### config.mk
export PLATFORM = sky130hd
export DESIGN_NAME = mem_port_arbiter
export DESIGN_NICKNAME = d
export VERILOG_FILES = /design/src/rtl/mem_port_arbiter.sv
export SDC_FILE = /design/constraint.sdc
export NUM_CORES = 1
export LEC_CHECK = 0
export BUFFER_PORTS_ARGS = -buffer_cell sky130_fd_sc_hd__buf_2
export CAP_MARGIN = 0
export CORE_MARGIN = 2
export CORE_UTILIZATION = 38
export CTS_CLUSTER_SIZE = 16
export DETAILED_ROUTE_END_ITERATION = 8
export GPL_TIMING_DRIVEN = 0
export PLACE_DENSITY = 0.61
export SLEW_MARGIN = 20
export SYNTH_ARGS = -nofsm -noshare
export SYNTH_HDL_FRONTEND = slang
export SYNTH_SLANG_ARGS = --single-unit
### constraint.sdc
create_clock -name clk -period 3 [get_ports clk]
set_clock_uncertainty 0.05 [all_clocks]
set_input_delay 0.3 -clock clk [delete_from_list [all_inputs] [get_ports clk]]
set_output_delay 0.3 -clock clk [all_outputs]
set_load 0.02 [all_outputs]
### src/rtl/mem_port_arbiter.sv
// Byte-serial arbiter for a shared single-port memory: instruction fetch vs. data read/write.
// Optional MEM_ARB_ROUND_ROBIN_EN alternates the grant when both ports request together.
module mem_port_arbiter #(
  parameter int unsigned MEM_BYTES   = 1024,
  parameter int unsigned FETCH_BYTES = 10,
  parameter int unsigned DATA_BYTES  = 8
) (
  input  logic                    clk,
  input  logic                    rst_n,
  input  logic                    f_req,
  input  logic [63:0]             f_addr,
  output logic [8*FETCH_BYTES-1:0] f_rdata,
  output logic                    f_ack,
  output logic                    f_err,
  input  logic                    d_req,
  input  logic                    d_we,
  input  logic [63:0]             d_addr,
  input  logic [8*DATA_BYTES-1:0] d_wdata,
  output logic [8*DATA_BYTES-1:0] d_rdata,
  output logic                    d_ack,
  output logic                    d_err,
  output logic [63:0]             mem_addr,
  output logic                    mem_we,
  output logic [7:0]              mem_wdata,
  input  logic [7:0]              mem_rdata,
  output logic                    busy
);

  localparam int unsigned FW = 8 * FETCH_BYTES;
  localparam int unsigned DW = 8 * DATA_BYTES;
  localparam logic [63:0] F_LIMIT = 64'(MEM_BYTES - FETCH_BYTES);
  localparam logic [63:0] D_LIMIT = 64'(MEM_BYTES - DATA_BYTES);
  localparam logic [7:0]  F_N = 8'(FETCH_BYTES);
  localparam logic [7:0]  D_N = 8'(DATA_BYTES);

  localparam logic [1:0] S_IDLE = 2'd0;
  localparam logic [1:0] S_XFER = 2'd1;
  localparam logic [1:0] S_DONE = 2'd2;

  logic [1:0]    state;
  logic          gnt_d;     // 1 = data port owns the current transaction
  logic          we_q;
  logic [7:0]    n_q;
  logic [7:0]    cnt;
  logic [FW-1:0] asm_q;
  logic [DW-1:0] wdata_q;
  logic [63:0]   addr_q;

  logic          grant_any;
  logic          grant_d;
  logic          oor;
  logic          last_byte;
  logic [FW-1:0] asm_next;

`ifdef MEM_ARB_ROUND_ROBIN_EN
  logic last_grant;   // 0 = fetch, 1 = data

  always_ff @(posedge clk) begin
    if (!rst_n) begin
      last_grant <= 1'b0;
    end else if (state == S_IDLE && grant_any) begin
      last_grant <= grant_d;
    end
  end
`endif

  always_comb begin
    grant_any = f_req | d_req;
`ifdef MEM_ARB_ROUND_ROBIN_EN
    grant_d = d_req & (~f_req | ~last_grant);
`else
    grant_d = d_req;
`endif
    oor       = grant_d ? (d_addr > D_LIMIT) : (f_addr > F_LIMIT);
    last_byte = (cnt == n_q - 8'd1);
    asm_next  = {asm_q[FW-9:0], mem_rdata};
  end

  always_ff @(posedge clk) begin
    if (!rst_n) begin
      state   <= S_IDLE;
      gnt_d   <= 1'b0;
      we_q    <= 1'b0;
      n_q     <= '0;
      cnt     <= '0;
      asm_q   <= '0;
      wdata_q <= '0;
      addr_q  <= '0;
      f_rdata <= '0;
      d_rdata <= '0;
      f_ack   <= 1'b0;
      d_ack   <= 1'b0;
      f_err   <= 1'b0;
      d_err   <= 1'b0;
    end else begin
      f_ack <= 1'b0;
      d_ack <= 1'b0;
      f_err <= 1'b0;
      d_err <= 1'b0;
      case (state)
        S_IDLE: begin
          if (grant_any) begin
            gnt_d   <= grant_d;
            we_q    <= grant_d & d_we;
            n_q     <= grant_d ? D_N : F_N;
            cnt     <= '0;
            asm_q   <= '0;
            wdata_q <= d_wdata;
            if (oor) begin
              // Rejected before touching memory; mem_addr keeps its old value.
              state <= S_DONE;
              if (grant_d) begin
                d_ack   <= 1'b1;
                d_err   <= 1'b1;
                d_rdata <= '0;
              end else begin
                f_ack   <= 1'b1;
                f_err   <= 1'b1;
                f_rdata <= '0;
              end
            end else begin
              state  <= S_XFER;
              addr_q <= grant_d ? d_addr : f_addr;
            end
          end
        end
        S_XFER: begin
          cnt     <= cnt + 8'd1;
          asm_q   <= asm_next;
          wdata_q <= {wdata_q[DW-9:0], 8'h00};
          if (last_byte) begin
            state <= S_DONE;
            if (gnt_d) begin
              d_ack <= 1'b1;
              if (!we_q) d_rdata <= asm_next[DW-1:0];
            end else begin
              f_ack   <= 1'b1;
              f_rdata <= asm_next;
            end
          end else begin
            addr_q <= addr_q + 64'd1;
          end
        end
        S_DONE:  state <= S_IDLE;
        default: state <= S_IDLE;
      endcase
    end
  end

  // Strobe is qualified by rst_n so a reset cycle never commits the in-flight byte.
  assign mem_we    = rst_n & (state == S_XFER) & we_q;
  assign mem_wdata = mem_we ? wdata_q[DW-1:DW-8] : 8'h00;
  assign mem_addr  = addr_q;
  assign busy      = (state != S_IDLE);

endmodule

# ---- Word-level counts from Yosys, hierarchy flattened
# Cells that the tools add are included.
# W data, S select, Z words.
dict set report classes {
  add_sub_neg 3
  n_lt_le_gt_ge 2
  n_eq_ne 12
  muxes 43
  bitwise 4
  n_reduce_logical 10
}
# cell count
set op_table {}
lappend op_table {{$mux W64} 11}
lappend op_table {{$mux W80} 5}
lappend op_table {{$pmux W64 S2} 3}
lappend op_table {{$pmux W80 S2} 1}
lappend op_table {{$pmux W72 S2} 1}
lappend op_table {{$gt A64 B10 Y1 const B} 2}
lappend op_table {{$mux W72} 1}
lappend op_table {{$add A64 B1 Y64 const B} 1}
lappend op_table {{$ne A2 B2 Y1 const B} 10}
lappend op_table {{$mux W8} 2}
lappend op_table {{$pmux W8 S2} 1}
lappend op_table {{$mux W1} 11}
lappend op_table {{$add A8 B1 Y8 const B} 1}
lappend op_table {{$eq A8 B8 Y1} 1}
lappend op_table {{$mux W2} 4}
lappend op_table {{$reduce_and A2 Y1} 4}
lappend op_table {{$sub A8 B1 Y8 const B} 1}
lappend op_table {{$reduce_and A7 Y1} 1}
lappend op_table {{$reduce_and A6 Y1} 1}
lappend op_table {{$pmux W1 S2} 2}
lappend op_table {{$pmux W2 S2} 1}
lappend op_table {{$reduce_and A4 Y1} 1}
lappend op_table {{$reduce_bool A2 Y1} 2}
lappend op_table {{$and A1 B1 Y1} 3}
lappend op_table {{other kinds (3)} 3}
dict set report word_totals {
  ff_bits 368
  in_bits 205
  out_inout_bits 222
  wordCells 88
}

# ---- Logic depth before layout (Yosys ltp)
dict set report logic_depth {
  depth_word 5
  mapped_depth 11
  ltp_nobuf 8
}

# ---- Worst setup path before layout
# OpenSTA, ideal clock, no wires.
dict set report synth_path {
  kind {register to register}
  from {reg addr_q[0], in the netlist mem_addr[0]}
  to {reg addr_q[38], in the netlist mem_addr[38]}
  setup_ns 0.127
  arrival_time_ns 2.275
  required_ns 2.823
  path_slack_ns 0.549
  stages_incl_launch_ff 9
  n_path_buf 0
  synth_period_minus_slack_ns 2.451
  cell_sequence {dfxtp_1 -> ha_1 -> nand4_1 -> nor2_1 -> nand4_1 -> nor2_1 -> nand4_1 -> and3_1 -> or3_1}
}
dict set report synth_between {
  elab_chain_len 3
}
# item line_no
set synth_lines {}
lappend synth_lines {{start, declared} 47} ;# logic [63:0] addr_q;
lappend synth_lines {{start signal, assigned} 123} ;# addr_q <= grant_d ? d_addr : f_addr;
lappend synth_lines {{start signal, assigned} 141} ;# addr_q <= addr_q + 64'd1;
lappend synth_lines {{$add A64 B1 Y64} 141}
lappend synth_lines {{$mux W64} 131} ;# if (last_byte) begin
lappend synth_lines {{$pmux W64 S2} 100} ;# case (state)
# Every way passes these cells. The select of a mux whose other input is x is not followed.
# A chain may end at the register's enable or synchronous reset.

# ---- Final worst setup path
dict set report layout_path {
  from {in f_addr[14]}
  to {reg addr_q[5], in the netlist mem_addr[5]}
}
dict set report layout_between {
  elab_chain_len 4
}
# item line_no
set layout_lines {}
lappend layout_lines {{start, declared} 11} ;# input logic [63:0] f_addr,
lappend layout_lines {{$gt A64 B10 Y1} 74} ;# oor = grant_d ? (d_addr > D_LIMIT) : (f_addr > F_LIMIT);
lappend layout_lines {{$mux W1} 74}
lappend layout_lines {{$ne A2 B2 Y1 (no source line)} --}
lappend layout_lines {{$reduce_and A4 Y1 (no source line)} --}
# Every way passes these cells.

==> results.toml <==
[run_status]
status = "completed"

[sta]
drv_slew = 0
fin_ws_ps = 126.0
post-route-min-period_ps = 2874
tightest_slew_ps = 1048
setup_viol = 0
timing.hold.ws_ps = 23.76
finalCritPeriodShare_pct = 95.80
max_freq_mhz = 347.9
max_slew_margin_pct = 29.87
setup-tns-final_ps = 0
hold_violations = 0

[placement]
place_ws_ps = -670.7
io_buffer_count = 425
dp_hpwl_um = 46600
dp_cells = 2863
postPlaceCellArea_um2 = 18410
gp_congestion = 0.9353

[clock_tree]
htree_num_levels = 2
cts_tree = "done"
clock_latency_ps = 570
numCtsBuffers = 40
cts_sinks = 362
clk_pin_slew_ps = 60
clk_path_buf_depth = 3
cts-root-buf = "clkbuf_16"

[hold_path]
hold-path-endpoint = "wdata_q[55]"
hold_path_class = "in -> reg"
worstHoldPathCells = 3
hp-start = "d_wdata[55]"

[synth]
syn_area_um2 = 15620
ys_seq_area_share_pct = 46.40
synth_top_flop_cell = "dfxtp_1"
synthCells = 1906
ys_ff_latch = 362
yosys.area.top_type = "dfxtp_1"
async_flop_share_pct = 0
synth.avg_cell_area_um2 = 8.194
synth_cell_types = 74
synth_edf_count = 0
synth_common_cells = "dfxtp_1 (362), nand2_1 (317), nor2_1 (198)"
synth_top_area_share_pct = 46.40
yosys_warnings = 0
yosysMostFrequentCell = "dfxtp_1"
ys_top_cells_by_area = "dfxtp_1 (46%), nand2_1 (7.6%), nor2_1 (4.8%), a22oi_1 (4.0%), nand3_1 (3.7%)"
syn_nets = 2114

[drt]
routedWlPerCell_um = 21.13
viasPerCell = 5.662
num_vias = 17030
drtIter0Drc = 1492
wl_um = 63550
drc_errors = 0
drtAntennaViolNets = 0
drt-pass1-iter-count = 6

[critical_path]
reg2regPathDepth = 9
arrival_ps = 3240
critPathLaunchType = "input pin"
setup.worst_path.class = "in -> reg"
cp_max_fo = 10
end_kind = "flop"
critPathRequiredTime_ps = 3360
r2r_end = "d_rdata[59]"
r2r-start = "cnt[4]"
reg2reg_slack_ps = 130

[power]
ir_drop_mv = 0.3595
leakagePower_nw = 8.253
p_per_area_nw_per_um2 = 564.2
power_mw = 11.58

[grt]
use_met1_pct = 37.21
grtUsageTotal_pct = 28.96
antenna_found_initial = 2
first_global_vias = 16440
met2_usage_pct = 46.60
busiest_layer = "met2"
grt_max_degree = 14
gr-total-overflow = 0
grt_pass1_wl_um = 94940
use_met3_pct = 6.342

[finish]
drive_gt1_share_pct = 22.36
fin_area_um2 = 20520
layout.cells.non_filler = 3008
fin_util_pct = 50.37
finalNetCount = 2655
area_growth_pct = 31.38

[flow_run]
drv_cap = 0

[die]
dieArea_um2 = 42740
die_y_um = 206.7
num_io_pins = 427
dieWidth_um = 206.7
core_area_um2 = 40740
fp-row-count = 74
start_util_pct = 38.34
-- cells in the final DEF (no fill, tap or decap), drive strengths merged, types with 7 or more instances in the layout --
cell type	instances
a22oi	83
or4	9
dfxtp	362
nor2	199
and4	10
nand3	117
nand4	89
buf	478
inv	9
and2	16
dlygate4sd3	72
a311oi	62
a22o	8
nor4	32
a31oi	14
or3	11
and3	17
nand2	317
mux2i	43
a21oi	110
o21ai	101
o2bb2ai	12
nor3	30
clkbuf	175
xor2	7
-- worst max-delay path: stages --
cell     delay (ps)
buf_2           110
nor4_1          380
nand4_1         130
nor4_1          840
nand3_1         330
a31oi_2         370
buf_6           230
buf_6           220
mux2i_1         220
o32ai_1         100
-- state kept, by name (all words and copies together) (netlist names), 2 cells and up --
name	count
f_rdata	80
asm_q	72
d_rdata	64
mem_addr	64
wdata_q	64
cnt	8
n_q	2
state	2
-- worst max path at each step --
stage / endpoint / start / depth (start not counted)
after floorplan: mem_addr[38] / mem_addr[0] / 8
after global placement: f_rdata[66] / f_addr[14] / 9
after detailed placement: f_rdata[68] / f_addr[14] / 9
after CTS: f_rdata[66] / n_q[1] / 10
after global routing: d_rdata[60] / cnt[4] / 9
final: mem_addr[5] / f_addr[14] / 10
-- area by class of cell --
| type | instances | area, um^2 |
|---|---|---|
| tap | 532 | 665.6 |
| clock inverter | 6 | 112.6 |
| timing repair buffer | 499 | 2863 |
| fill | 4042 | 20220 |
| inverter | 8 | 30.03 |
| sequential | 362 | 7247 |
| antenna | 3 | 7.507 |
| buffer | 164 | 738.2 |
| clock buffer | 62 | 1215 |
| multi-input combinational | 1372 | 7640 |
-- logic make-up after synthesis --
group,synth area share (%)
xor gates and xnor gates,0.3926
adders and majority gates,0.2404
DFF,46.40
AOI/OAI and AO/OA,19.30
and+or+nand+nor,25.61
muxes,3.189
buffers and inverters,4.863
-- where the power goes --
group          switching (mW)  internal [mW]
Combinational           0.971          0.493
Sequential              0.127           4.95
Clock                    2.07           2.97
-- layer usage --
metal  share of wire (%)  wire (um)
met1                  42      26570
met2                  45      28830
met3                 8.7       5501
met4                 4.2       2651
met5                   0          0
-- repair_timing --
item,CTS,global route
pin swaps,1,1
setup buffers,0,2
setup endpoints to repair,127,143
gates resized for setup,4,13
endpoints found under the hold margin,84,0
hold buffers,72,0
(Power assumes the default switching activity.)
